<file path="src/rtl/mips_ctrl_pkg.sv">
// Shared encodings for the multicycle MIPS main control: states, opcodes, ALU_OP codes.
// MC_CTRL_ADDI_EN adds the addi states to the state enum.
package mips_ctrl_pkg;

  typedef enum logic [3:0] {
    StFetch   = 4'd0,
    StDecode  = 4'd1,
    StMemAdr  = 4'd2,
    StMemRd   = 4'd3,
    StMemWb   = 4'd4,
    StMemWr   = 4'd5,
    StRtypeEx = 4'd6,
    StRtypeWb = 4'd7,
    StBeqEx   = 4'd8,
    StJumpEx  = 4'd9
`ifdef MC_CTRL_ADDI_EN
    ,
    StAddiEx  = 4'd10,
    StAddiWb  = 4'd11
`endif
  } state_e;

  localparam logic [5:0] OP_RTYPE = 6'h00;
  localparam logic [5:0] OP_J     = 6'h02;
  localparam logic [5:0] OP_BEQ   = 6'h04;
  localparam logic [5:0] OP_ADDI  = 6'h08;
  localparam logic [5:0] OP_LW    = 6'h23;
  localparam logic [5:0] OP_SW    = 6'h2B;

  localparam logic [1:0] ALUOP_ADD   = 2'b00;
  localparam logic [1:0] ALUOP_SUB   = 2'b01;
  localparam logic [1:0] ALUOP_FUNCT = 2'b10;

  typedef struct packed {
    logic       pc_write;
    logic       pc_write_cond;
    logic       iord;
    logic       mem_read;
    logic       mem_write;
    logic       mem_to_reg;
    logic       ir_write;
    logic       alu_src_a;
    logic       reg_write;
    logic       reg_dst;
    logic       pc_en;
    logic [1:0] pc_source;
    logic [1:0] alu_src_b;
    logic [1:0] alu_op;
  } ctrl_t;

  function automatic logic op_is_mem(logic [5:0] op);
    return (op == OP_LW) || (op == OP_SW);
  endfunction

endpackage

</file>
<file path="src/rtl/mips_multicycle_control_if.sv">
// Control/datapath bundle for the multicycle MIPS main control FSM.
// master = controller side, slave = datapath side.
interface mips_multicycle_control_if;

  logic [5:0] Op;
  logic       Zero;
  logic       mem_ready;

  logic       PCWrite;
  logic       PCWriteCond;
  logic       IorD;
  logic       MemRead;
  logic       MemWrite;
  logic       MemtoReg;
  logic       IRWrite;
  logic       ALUSrcA;
  logic       RegWrite;
  logic       RegDst;
  logic       PCEn;
  logic [1:0] PCSource;
  logic [1:0] ALUSrcB;
  logic [1:0] ALU_OP;
  logic       illegal;
  logic [3:0] state_o;

  modport master (
    input  Op, Zero, mem_ready,
    output PCWrite, PCWriteCond, IorD, MemRead, MemWrite, MemtoReg, IRWrite, ALUSrcA,
           RegWrite, RegDst, PCEn, PCSource, ALUSrcB, ALU_OP, illegal, state_o
  );

  modport slave (
    output Op, Zero, mem_ready,
    input  PCWrite, PCWriteCond, IorD, MemRead, MemWrite, MemtoReg, IRWrite, ALUSrcA,
           RegWrite, RegDst, PCEn, PCSource, ALUSrcB, ALU_OP, illegal, state_o
  );

endinterface

</file>
<file path="src/rtl/mc_ctrl_outdec.sv">
// Combinational decode of control state (plus mem_ready and Zero) to datapath controls.
// MC_CTRL_ADDI_EN adds the addi execute/writeback decodes.
module mc_ctrl_outdec
  import mips_ctrl_pkg::*;
(
  input  state_e state,
  input  logic   mem_ready,
  input  logic   zero,
  output ctrl_t  ctrl
);

  always_comb begin
    ctrl = '0;
    case (state)
      StFetch: begin
        ctrl.mem_read  = 1'b1;
        ctrl.alu_src_b = 2'b01;
        ctrl.alu_op    = ALUOP_ADD;
        ctrl.ir_write  = mem_ready;
        ctrl.pc_write  = mem_ready;
      end
      StDecode: begin
        ctrl.alu_src_b = 2'b11;
        ctrl.alu_op    = ALUOP_ADD;
      end
      StMemAdr: begin
        ctrl.alu_src_a = 1'b1;
        ctrl.alu_src_b = 2'b10;
        ctrl.alu_op    = ALUOP_ADD;
      end
      StMemRd: begin
        ctrl.mem_read = 1'b1;
        ctrl.iord     = 1'b1;
      end
      StMemWb: begin
        ctrl.reg_write  = 1'b1;
        ctrl.mem_to_reg = 1'b1;
      end
      StMemWr: begin
        ctrl.mem_write = 1'b1;
        ctrl.iord      = 1'b1;
      end
      StRtypeEx: begin
        ctrl.alu_src_a = 1'b1;
        ctrl.alu_op    = ALUOP_FUNCT;
      end
      StRtypeWb: begin
        ctrl.reg_write = 1'b1;
        ctrl.reg_dst   = 1'b1;
      end
      StBeqEx: begin
        ctrl.alu_src_a     = 1'b1;
        ctrl.alu_op        = ALUOP_SUB;
        ctrl.pc_write_cond = 1'b1;
        ctrl.pc_source     = 2'b01;
      end
      StJumpEx: begin
        ctrl.pc_write  = 1'b1;
        ctrl.pc_source = 2'b10;
      end
`ifdef MC_CTRL_ADDI_EN
      StAddiEx: begin
        ctrl.alu_src_a = 1'b1;
        ctrl.alu_src_b = 2'b10;
        ctrl.alu_op    = ALUOP_ADD;
      end
      StAddiWb: begin
        ctrl.reg_write = 1'b1;
      end
`endif
      // Unused encodings drive nothing.
      default: ;
    endcase
    ctrl.pc_en = ctrl.pc_write | (ctrl.pc_write_cond & zero);
  end

endmodule

</file>
<file path="src/rtl/mips_multicycle_control.sv">
// Multicycle MIPS main control: state register and next-state logic; outputs via mc_ctrl_outdec.
// MC_CTRL_ADDI_EN adds opcode 0x08 (addi) through ADDI_EX/ADDI_WB.
module mips_multicycle_control
  import mips_ctrl_pkg::*;
(
  input logic                      clk,
  input logic                      rst_n,
  mips_multicycle_control_if.master bus
);

  state_e state_q, state_d;
  logic   illegal;
  ctrl_t  ctrl;

  always_ff @(posedge clk or negedge rst_n) begin
    if (!rst_n) begin
      state_q <= StFetch;
    end else begin
      state_q <= state_d;
    end
  end

  always_comb begin
    state_d = StFetch;
    illegal = 1'b0;
    case (state_q)
      StFetch:  state_d = bus.mem_ready ? StDecode : StFetch;
      StDecode: begin
        if (op_is_mem(bus.Op)) begin
          state_d = StMemAdr;
        end else begin
          case (bus.Op)
            OP_RTYPE: state_d = StRtypeEx;
            OP_BEQ:   state_d = StBeqEx;
            OP_J:     state_d = StJumpEx;
`ifdef MC_CTRL_ADDI_EN
            OP_ADDI:  state_d = StAddiEx;
`endif
            default: begin
              illegal = 1'b1;
              state_d = StFetch;
            end
          endcase
        end
      end
      StMemAdr:  state_d = (bus.Op == OP_SW) ? StMemWr : StMemRd;
      StMemRd:   state_d = bus.mem_ready ? StMemWb : StMemRd;
      StMemWb:   state_d = StFetch;
      StMemWr:   state_d = bus.mem_ready ? StFetch : StMemWr;
      StRtypeEx: state_d = StRtypeWb;
      StRtypeWb: state_d = StFetch;
      StBeqEx:   state_d = StFetch;
      StJumpEx:  state_d = StFetch;
`ifdef MC_CTRL_ADDI_EN
      StAddiEx:  state_d = StAddiWb;
      StAddiWb:  state_d = StFetch;
`endif
      default:   state_d = StFetch;
    endcase
  end

  mc_ctrl_outdec u_outdec (
    .state     (state_q),
    .mem_ready (bus.mem_ready),
    .zero      (bus.Zero),
    .ctrl      (ctrl)
  );

  assign bus.PCWrite     = ctrl.pc_write;
  assign bus.PCWriteCond = ctrl.pc_write_cond;
  assign bus.IorD        = ctrl.iord;
  assign bus.MemRead     = ctrl.mem_read;
  assign bus.MemWrite    = ctrl.mem_write;
  assign bus.MemtoReg    = ctrl.mem_to_reg;
  assign bus.IRWrite     = ctrl.ir_write;
  assign bus.ALUSrcA     = ctrl.alu_src_a;
  assign bus.RegWrite    = ctrl.reg_write;
  assign bus.RegDst      = ctrl.reg_dst;
  assign bus.PCEn        = ctrl.pc_en;
  assign bus.PCSource    = ctrl.pc_source;
  assign bus.ALUSrcB     = ctrl.alu_src_b;
  assign bus.ALU_OP      = ctrl.alu_op;
  assign bus.illegal     = illegal;
  assign bus.state_o     = state_q;

endmodule

</file>
<file path="src/flat_wrapper.sv">
// flat-port wrapper written by rule: the top's interface ports become plain ports
module mips_multicycle_control_flat import mips_ctrl_pkg::*;
  (clk, rst_n, bus_Op, bus_Zero, bus_mem_ready, bus_PCWrite, bus_PCWriteCond, bus_IorD, bus_MemRead, bus_MemWrite, bus_MemtoReg, bus_IRWrite, bus_ALUSrcA, bus_RegWrite, bus_RegDst, bus_PCEn, bus_PCSource, bus_ALUSrcB, bus_ALU_OP, bus_illegal, bus_state_o);
  mips_multicycle_control_if bus_i ();
  input logic clk;
  input logic rst_n;
  input wire logic [$bits(bus_i.Op)-1:0] bus_Op;
  input wire logic [$bits(bus_i.Zero)-1:0] bus_Zero;
  input wire logic [$bits(bus_i.mem_ready)-1:0] bus_mem_ready;
  output wire logic [$bits(bus_i.PCWrite)-1:0] bus_PCWrite;
  output wire logic [$bits(bus_i.PCWriteCond)-1:0] bus_PCWriteCond;
  output wire logic [$bits(bus_i.IorD)-1:0] bus_IorD;
  output wire logic [$bits(bus_i.MemRead)-1:0] bus_MemRead;
  output wire logic [$bits(bus_i.MemWrite)-1:0] bus_MemWrite;
  output wire logic [$bits(bus_i.MemtoReg)-1:0] bus_MemtoReg;
  output wire logic [$bits(bus_i.IRWrite)-1:0] bus_IRWrite;
  output wire logic [$bits(bus_i.ALUSrcA)-1:0] bus_ALUSrcA;
  output wire logic [$bits(bus_i.RegWrite)-1:0] bus_RegWrite;
  output wire logic [$bits(bus_i.RegDst)-1:0] bus_RegDst;
  output wire logic [$bits(bus_i.PCEn)-1:0] bus_PCEn;
  output wire logic [$bits(bus_i.PCSource)-1:0] bus_PCSource;
  output wire logic [$bits(bus_i.ALUSrcB)-1:0] bus_ALUSrcB;
  output wire logic [$bits(bus_i.ALU_OP)-1:0] bus_ALU_OP;
  output wire logic [$bits(bus_i.illegal)-1:0] bus_illegal;
  output wire logic [$bits(bus_i.state_o)-1:0] bus_state_o;
  assign bus_i.Op = bus_Op;
  assign bus_i.Zero = bus_Zero;
  assign bus_i.mem_ready = bus_mem_ready;
  assign bus_PCWrite = bus_i.PCWrite;
  assign bus_PCWriteCond = bus_i.PCWriteCond;
  assign bus_IorD = bus_i.IorD;
  assign bus_MemRead = bus_i.MemRead;
  assign bus_MemWrite = bus_i.MemWrite;
  assign bus_MemtoReg = bus_i.MemtoReg;
  assign bus_IRWrite = bus_i.IRWrite;
  assign bus_ALUSrcA = bus_i.ALUSrcA;
  assign bus_RegWrite = bus_i.RegWrite;
  assign bus_RegDst = bus_i.RegDst;
  assign bus_PCEn = bus_i.PCEn;
  assign bus_PCSource = bus_i.PCSource;
  assign bus_ALUSrcB = bus_i.ALUSrcB;
  assign bus_ALU_OP = bus_i.ALU_OP;
  assign bus_illegal = bus_i.illegal;
  assign bus_state_o = bus_i.state_o;
  mips_multicycle_control u_core (.clk(clk), .rst_n(rst_n), .bus(bus_i));
endmodule
</file>
<file path="config.mk">
export PLATFORM = sky130hd
export DESIGN_NAME = mips_multicycle_control_flat
export DESIGN_NICKNAME = d
export VERILOG_FILES = /design/src/rtl/mips_ctrl_pkg.sv /design/src/rtl/mips_multicycle_control_if.sv /design/src/rtl/mc_ctrl_outdec.sv /design/src/rtl/mips_multicycle_control.sv /design/src/flat_wrapper.sv
export SDC_FILE = /design/constraint.sdc
export NUM_CORES = 1
export LEC_CHECK = 0
export ABC_CLOCK_PERIOD_IN_PS = 2400
export CAP_MARGIN = 20
export CORE_UTILIZATION = 38
export DETAILED_ROUTE_END_ITERATION = 10
export GPL_ROUTABILITY_DRIVEN = 0
export HOLD_SLACK_MARGIN = 0.06
export PLACE_DENSITY = 0.89
export SKIP_CTS_REPAIR_TIMING = 1
export SLEW_MARGIN = 20
export SYNTH_ARGS = -nofsm -noshare
export SYNTH_HDL_FRONTEND = slang
export SYNTH_SLANG_ARGS = --single-unit
</file>
<file path="constraint.sdc">
create_clock -name clk -period 2.4 [get_ports clk]
set_input_delay 0.36 -clock clk [delete_from_list [all_inputs] [get_ports clk]]
set_output_delay 0.36 -clock clk [all_outputs]
set_load 0.03 [all_outputs]
</file>
==> flow_results.xml, run 1 <==
<?xml version="1.0" encoding="UTF-8"?>
<metrics>
  <group name="run">
    <metric name="drv_cap" unit="">0</metric>
  </group>
  <group name="logic_synthesis">
    <metric name="synth_area" unit="µm²">510</metric>
    <metric name="ys_warn_count" unit="">0</metric>
    <metric name="syn-mean-instance-area" unit="µm²">7.29</metric>
    <metric name="synth_async_sr_flop_share" unit="%">100</metric>
    <metric name="mappedNetlistNets" unit="">80</metric>
    <metric name="synth.distinct_cells" unit="">32</metric>
    <metric name="dominantRegCellSynth" unit="">sky130_fd_sc_hd__dfrtp_1</metric>
    <metric name="postSynthCellCount" unit="">70</metric>
    <metric name="synth_edf_count" unit="">0</metric>
    <metric name="yosysSeqAreaShare" unit="%">19.6</metric>
    <metric name="synth-seq-cells" unit="">4</metric>
  </group>
  <group name="finish">
    <metric name="syn_to_final_growth" unit="%">75.7</metric>
    <metric name="utilization" unit="%">76.6</metric>
    <metric name="register_area" unit="µm²">100</metric>
    <metric name="drive_gt1_share" unit="%">19.0</metric>
    <metric name="multi_input_comb_area" unit="µm²">373</metric>
    <metric name="largest_register_ffs" unit="">4</metric>
    <metric name="antenna_cells" unit="">0</metric>
    <metric name="fill_cells" unit="">99</metric>
    <metric name="mostFrequentLayoutCell" unit="">sky130_fd_sc_hd__clkdlybuf4s50_1</metric>
    <metric name="commonest_cells_after_routing_fill_and_taps_aside" unit="">sky130_fd_sc_hd__clkdlybuf4s50_1 (23), sky130_fd_sc_hd__buf_4 (10), sky130_fd_sc_hd__nor3_1 (9)</metric>
    <metric name="layout.nets" unit="">117</metric>
  </group>
  <group name="sta">
    <metric name="worst_hold_slack" unit="ns">0.326</metric>
    <metric name="setup_repair_after_global_routing_missed_its_margin" unit="">false</metric>
    <metric name="finClkSkew" unit="ns">0.00672</metric>
    <metric name="final_hold_viol_count" unit="">0</metric>
    <metric name="final_period_minus_worst_setup_slack" unit="ns">2.27</metric>
    <metric name="layout_worst_path_cycle_share" unit="%">94.7</metric>
    <metric name="max_clock_freq" unit="MHz">440</metric>
    <metric name="timing.slew.headroom" unit="%">76.7</metric>
    <metric name="setup_total_negative_slack" unit="ns">0</metric>
    <metric name="timing_worst_slew_pin_value" unit="ns">0.350</metric>
    <metric name="setup_ws" unit="ns">0.128</metric>
    <metric name="timing_max_transition_violations_final" unit="">0</metric>
    <metric name="finalSetupViolations" unit="">0</metric>
  </group>
  <group name="grt">
    <metric name="grt_usage" unit="%">21.4</metric>
    <metric name="number_of_antenna_violations_at_the_first_check_in_global_routing" unit="">0</metric>
    <metric name="grt_remaining_overflow" unit="">0</metric>
    <metric name="grt_start_max_net_pins" unit="">19</metric>
    <metric name="grt_first_pass_wirelength" unit="µm">2190</metric>
    <metric name="grt_pass1_vias" unit="">567</metric>
  </group>
  <group name="clock_tree">
    <metric name="clock_latency" unit="ns">0.23</metric>
    <metric name="clock-root-buffer" unit="">sky130_fd_sc_hd__clkbuf_4</metric>
    <metric name="clkSinkCount" unit="">4</metric>
    <metric name="numCtsBuffers" unit="">3</metric>
    <metric name="max_root_sink_buffers" unit="">2</metric>
    <metric name="clk_transition_reported_paths" unit="ns">0.04</metric>
    <metric name="htreeDepth" unit="">1</metric>
    <metric name="clock_tree_from_tritoncts" unit="">yes</metric>
  </group>
  <group name="route">
    <metric name="drt-initial-drc-count" unit="">3</metric>
    <metric name="drc" unit="">0</metric>
    <metric name="vias" unit="">647</metric>
    <metric name="route.detailed.vias_per_inst" unit="">5.44</metric>
    <metric name="drt-wirelength-per-cell" unit="µm">11.7</metric>
    <metric name="drt-pass1-iter-count" unit="">4</metric>
    <metric name="drtAntennaViolNets" unit="">0</metric>
    <metric name="detail_route.wirelength" unit="µm">1400</metric>
  </group>
  <group name="floorplanning">
    <metric name="floorplan.die.height" unit="µm">38.7</metric>
    <metric name="horizontal_extent_of_the_die" unit="µm">38.7</metric>
    <metric name="rows" unit="">12</metric>
    <metric name="start_util" unit="%">43.6</metric>
    <metric name="die_area" unit="mm²">0.00149</metric>
    <metric name="io-pin-count" unit="">32</metric>
    <metric name="core-area" unit="mm²">0.00117</metric>
  </group>
  <group name="worst_setup_path">
    <metric name="worst_path_dominant_cell_family" unit="">buffers and inverters</metric>
    <metric name="start_kind" unit="">register</metric>
    <metric name="worst_ep_arrival_time" unit="ns">1.91</metric>
    <metric name="cp_slowest_stage_delay" unit="ns">0.70</metric>
    <metric name="critical_path_peak_fanout" unit="">11</metric>
    <metric name="critical_path_class" unit="">register to output pin</metric>
    <metric name="ordered_list_of_cells_on_the_worst_path" unit="">inv_1 &gt; nand2_1 &gt; nor3_2 &gt; clkdlybuf4s50_1</metric>
    <metric name="worst_setup_path_end_kind" unit="">output pin</metric>
    <metric name="worstPathBufferInverterCount" unit="">2</metric>
    <metric name="crit_required" unit="ns">2.04</metric>
    <metric name="slowest_stage" unit="">sky130_fd_sc_hd__clkdlybuf4s50_1</metric>
  </group>
  <group name="power">
    <metric name="total_power_divided_by_cell_area" unit="mW/mm²">365</metric>
    <metric name="leakage" unit="nW">0.458</metric>
    <metric name="max-vdd-ir-drop" unit="µV">398</metric>
    <metric name="finalPower" unit="mW">0.327</metric>
  </group>
  <group name="placement">
    <metric name="place.port_buffers" unit="">31</metric>
    <metric name="dp_hpwl" unit="µm">1090</metric>
    <metric name="pre_cts_slack" unit="ns">-0.105</metric>
  </group>
  <group name="worst_hold_path">
    <metric name="hold_class" unit="">primary input to asynchronous set/reset pin</metric>
  </group>
  <group name="status">
    <metric name="outcome" unit="">completed</metric>
  </group>
</metrics>
-- cells by family after synthesis --
group           share of synthesized area [%]
flops                                    19.6
xor+xnor                                 1.72
compound gates                           17.9
mux                                      1.96
buf+inv                                  8.33
simple gates                             50.5
-- metal layers --
| metal | up-vias | routed length, µm | GRT usage [%] |
|---|---|---|---|
| met5 | - | 0 | 0 |
| met4 | 0 | 0 | 7.76 |
| met3 | 0 | 73 | 3.47 |
| met2 | 31 | 753 | 42.9 |
| met1 | 290 | 571 | 21.1 |
| li1 | 326 | - | - |
-- final timing paths --
path                                             from  depth (start not counted)  slack, ns                    end
worst max-delay path            u_core.bus.state_o[2]                          4       0.13        bus_PCSource[0]
worst min-delay path                            rst_n                          1       0.33  u_core.bus.state_o[2]
worst max register to register  u_core.bus.state_o[1]                          5       0.97  u_core.bus.state_o[1]
worst min register to register  u_core.bus.state_o[3]                          1       0.68  u_core.bus.state_o[0]
max in group asynchronous                       rst_n                          1       1.90  u_core.bus.state_o[0]
min in group clk                u_core.bus.state_o[3]                          1       0.68  u_core.bus.state_o[0]
-- power breakdown --
part / switching, mW / internal (mW)
Clock: 0.0261 / 0.0558
Combinational: 0.0921 / 0.0762
Sequential: 0.00583 / 0.0711
Total: 0.124 / 0.203
-- stage by stage --
step | area [µm²] | instances
2_1_floorplan | 515 | 70
3_3_place_gp | 860 | 116
3_5_place_dp | 860 | 116
5_1_grt | 897 | 119
6_report | 897 | 119
4_1_cts | 882 | 119
-- synthesized netlist by cell type (2+ instances only) --
| master | number | area share [%] |
|---|---|---|
| sky130_fd_sc_hd__nor3_1 | 10 | 9.8 |
| sky130_fd_sc_hd__nor2_1 | 7 | 5.1 |
| sky130_fd_sc_hd__a21oi_1 | 5 | 4.9 |
| sky130_fd_sc_hd__nand2b_1 | 5 | 6.1 |
| sky130_fd_sc_hd__buf_2 | 4 | 3.9 |
| sky130_fd_sc_hd__dfrtp_1 | 4 | 20 |
| sky130_fd_sc_hd__nand2_1 | 4 | 2.9 |
| sky130_fd_sc_hd__nor3b_1 | 3 | 4.4 |
| sky130_fd_sc_hd__buf_4 | 2 | 2.9 |
| sky130_fd_sc_hd__nor3_2 | 2 | 3.9 |
| sky130_fd_sc_hd__o21ai_0 | 2 | 2.0 |
| sky130_fd_sc_hd__or3_1 | 2 | 2.5 |
-- area by class of cell --
cell class	count	share of cell area [%]
Timing Repair Buffer	39	42.4
Multi-Input combinational cell	58	41.6
Sequential cell	4	11.2
Clock buffer	3	2.51
Tap cell	14	1.95
Inverter	1	0.418
Note: power is estimated with default switching activity, not from simulation.
==> inputs of run 2 (changes only) <==
Settings changed: ABC_CLOCK_PERIOD_IN_PS 2400 to 2600, CORE_UTILIZATION 38 to 30, CTS_CLUSTER_DIAMETER set to 200, PLACE_DENSITY 0.89 to 0.74.
Clock period 2.4 ns to 2.6 ns, I/O delays scaled along.
==> run 2 against run 1 <==
Global-route usage down 5.6 points. Sequential power down 5.3%. Critical endpoint is now bus_PCEn. Highest routed layer unchanged. Final area down 1.1%.
==> flow_results.xml, run 2 (synthesis results as in run 1) <==
<?xml version="1.0" encoding="UTF-8"?>
<metrics>
  <group name="worst_setup_path">
    <metric name="worstPathBufferInverterCount" unit="">1</metric>
    <metric name="critical_path_peak_fanout" unit="">11</metric>
    <metric name="crit_required" unit="ns">2.21</metric>
    <metric name="worst_setup_path_end_kind" unit="">output pin</metric>
    <metric name="ordered_list_of_cells_on_the_worst_path" unit="">nand2_1 &gt; nor3_1 &gt; a21o_1 &gt; clkdlybuf4s50_1</metric>
    <metric name="regToRegEndpoint" unit="">u_core.bus.state_o[1]</metric>
    <metric name="worst_ep_arrival_time" unit="ns">2.09</metric>
    <metric name="worst_path_dominant_cell_family" unit="">buffers and inverters</metric>
    <metric name="slowest_stage" unit="">sky130_fd_sc_hd__clkdlybuf4s50_1</metric>
    <metric name="critical_path_class" unit="">register to output pin</metric>
    <metric name="crit_start" unit="">u_core.bus.state_o[3]</metric>
    <metric name="timing.reg2reg.setup_slack" unit="ns">1.11</metric>
    <metric name="cp_slowest_stage_delay" unit="ns">0.65</metric>
    <metric name="start_kind" unit="">register</metric>
    <metric name="r2r_cells" unit="">4</metric>
    <metric name="critical_path.reg2reg.startpoint" unit="">u_core.bus.state_o[3]</metric>
  </group>
  <group name="sta">
    <metric name="worst_hold_slack" unit="ns">0.350</metric>
    <metric name="final_hold_viol_count" unit="">0</metric>
    <metric name="max_clock_freq" unit="MHz">403</metric>
    <metric name="setup_ws" unit="ns">0.120</metric>
    <metric name="setup_total_negative_slack" unit="ns">0</metric>
    <metric name="finalSetupViolations" unit="">0</metric>
    <metric name="setup_repair_after_global_routing_missed_its_margin" unit="">false</metric>
    <metric name="timing.slew.headroom" unit="%">71.4</metric>
    <metric name="finClkSkew" unit="ns">0.00525</metric>
    <metric name="timing_max_transition_violations_final" unit="">0</metric>
    <metric name="layout_worst_path_cycle_share" unit="%">95.4</metric>
    <metric name="final_period_minus_worst_setup_slack" unit="ns">2.48</metric>
    <metric name="timing_worst_slew_pin_value" unit="ns">0.425</metric>
  </group>
  <group name="power">
    <metric name="leakage" unit="nW">0.384</metric>
    <metric name="combPwrFrac" unit="%">50.7</metric>
    <metric name="share_clk_of_total_power" unit="%">25.5</metric>
    <metric name="total_power_divided_by_cell_area" unit="mW/mm²">344</metric>
    <metric name="finalPower" unit="mW">0.305</metric>
    <metric name="power_switching_share" unit="%">37.8</metric>
    <metric name="int_pwr" unit="mW">0.190</metric>
    <metric name="netSwitchingPower" unit="mW">0.116</metric>
    <metric name="seqPwrFrac" unit="%">23.8</metric>
    <metric name="max-vdd-ir-drop" unit="µV">268</metric>
  </group>
  <group name="grt">
    <metric name="grt_usage" unit="%">15.8</metric>
    <metric name="number_of_antenna_violations_at_the_first_check_in_global_routing" unit="">0</metric>
    <metric name="grt_first_pass_wirelength" unit="µm">2240</metric>
    <metric name="grt_start_max_net_pins" unit="">19</metric>
    <metric name="grt_pass1_vias" unit="">569</metric>
    <metric name="grt_remaining_overflow" unit="">0</metric>
  </group>
  <group name="finish">
    <metric name="final_cell_count_no_fill" unit="">120</metric>
    <metric name="post_route_cell_area" unit="µm²">887</metric>
    <metric name="utilization" unit="%">57.5</metric>
    <metric name="fill_cells" unit="">153</metric>
    <metric name="commonest_cells_after_routing_fill_and_taps_aside" unit="">sky130_fd_sc_hd__clkdlybuf4s50_1 (29), sky130_fd_sc_hd__nor3_1 (9), sky130_fd_sc_hd__nor2_1 (7), sky130_fd_sc_hd__buf_4 (7)</metric>
    <metric name="drive_gt1_share" unit="%">16.3</metric>
    <metric name="layout.nets" unit="">116</metric>
    <metric name="mostFrequentLayoutCell" unit="">sky130_fd_sc_hd__clkdlybuf4s50_1</metric>
    <metric name="largest_register_ffs" unit="">4</metric>
    <metric name="antenna_cells" unit="">0</metric>
    <metric name="syn_to_final_growth" unit="%">73.8</metric>
  </group>
  <group name="placement">
    <metric name="pre_cts_slack" unit="ns">0.0625</metric>
    <metric name="place.port_buffers" unit="">31</metric>
    <metric name="dp_hpwl" unit="µm">1080</metric>
    <metric name="placedInstanceArea" unit="µm²">855</metric>
    <metric name="placed_cell_count" unit="">117</metric>
  </group>
  <group name="route">
    <metric name="vias" unit="">628</metric>
    <metric name="drt-initial-drc-count" unit="">5</metric>
    <metric name="detail_route.wirelength" unit="µm">1420</metric>
    <metric name="drt-pass1-iter-count" unit="">2</metric>
    <metric name="drtAntennaViolNets" unit="">0</metric>
    <metric name="route.detailed.vias_per_inst" unit="">5.23</metric>
    <metric name="drc" unit="">0</metric>
    <metric name="drt-wirelength-per-cell" unit="µm">11.9</metric>
  </group>
  <group name="clock_tree">
    <metric name="clock_latency" unit="ns">0.24</metric>
    <metric name="numCtsBuffers" unit="">3</metric>
    <metric name="clock_tree_from_tritoncts" unit="">yes</metric>
    <metric name="max_root_sink_buffers" unit="">2</metric>
    <metric name="clk_transition_reported_paths" unit="ns">0.04</metric>
    <metric name="clock-root-buffer" unit="">sky130_fd_sc_hd__clkbuf_4</metric>
    <metric name="clkSinkCount" unit="">4</metric>
    <metric name="htreeDepth" unit="">1</metric>
  </group>
  <group name="worst_hold_path">
    <metric name="hold_class" unit="">primary input to asynchronous set/reset pin</metric>
  </group>
  <group name="floorplanning">
    <metric name="rows" unit="">14</metric>
    <metric name="horizontal_extent_of_the_die" unit="µm">43.3</metric>
    <metric name="io-pin-count" unit="">32</metric>
    <metric name="start_util" unit="%">33.1</metric>
    <metric name="floorplan.die.height" unit="µm">43.3</metric>
    <metric name="core-area" unit="mm²">0.00154</metric>
    <metric name="die_area" unit="mm²">0.00187</metric>
  </group>
  <group name="status">
    <metric name="outcome" unit="">completed</metric>
  </group>
  <group name="run">
    <metric name="drv_cap" unit="">0</metric>
  </group>
</metrics>
run 2: cell types whose count changed in the layout (fill, tap and decap cells not counted):
cell,previous run,this run
sky130_fd_sc_hd__buf_4,10,7
sky130_fd_sc_hd__clkdlybuf4s50_1,23,29
sky130_fd_sc_hd__dlymetal6s2s_1,6,2
run 2: worst max-delay path by stage:
stage                             end  slack [ns]  cells after the start
after floorplan              bus_PCEn        0.14                      4
after global placement    bus_illegal        0.08                      5
after detailed placement  bus_illegal        0.06                      5
after CTS                 bus_illegal        0.06                      5
after global routing         bus_PCEn        0.01                      4
final                        bus_PCEn        0.12                      4
run 2: layout make-up:
| class | count | area, µm² | area share [%] |
|---|---|---|---|
| Multi-Input combinational cell | 58 | 373 | 42.0 |
| Timing Repair Buffer | 38 | 368 | 41.5 |
| Sequential cell | 4 | 100 | 11.3 |
| Clock buffer | 3 | 22.5 | 2.54 |
| Tap cell | 16 | 20.0 | 2.26 |
| Inverter | 1 | 3.75 | 0.423 |
run 2: power groups by stage:
stage / combinational [mW] / sequential (mW) / clock [mW]
global route: 0.165 / 0.0737 / 0.0812
global placement: 0.153 / 0.0733 / 0
finish: 0.155 / 0.0728 / 0.0778
floorplan: 0.0888 / 0.0746 / 0
detailed placement: 0.155 / 0.0734 / 0
CTS: 0.156 / 0.0727 / 0.0797
run 2: per-layer routing:
layer / vias to the layer above / routed length [µm] / track usage (%) / share of wire (%)
met5: - / 0 / 0 / 0
met4: 0 / 0 / 8.48 / 0
met3: 0 / 71 / 1.70 / 5.0
met2: 24 / 767 / 26.9 / 54
met1: 284 / 585 / 19.2 / 41
li1: 320 / - / - / -
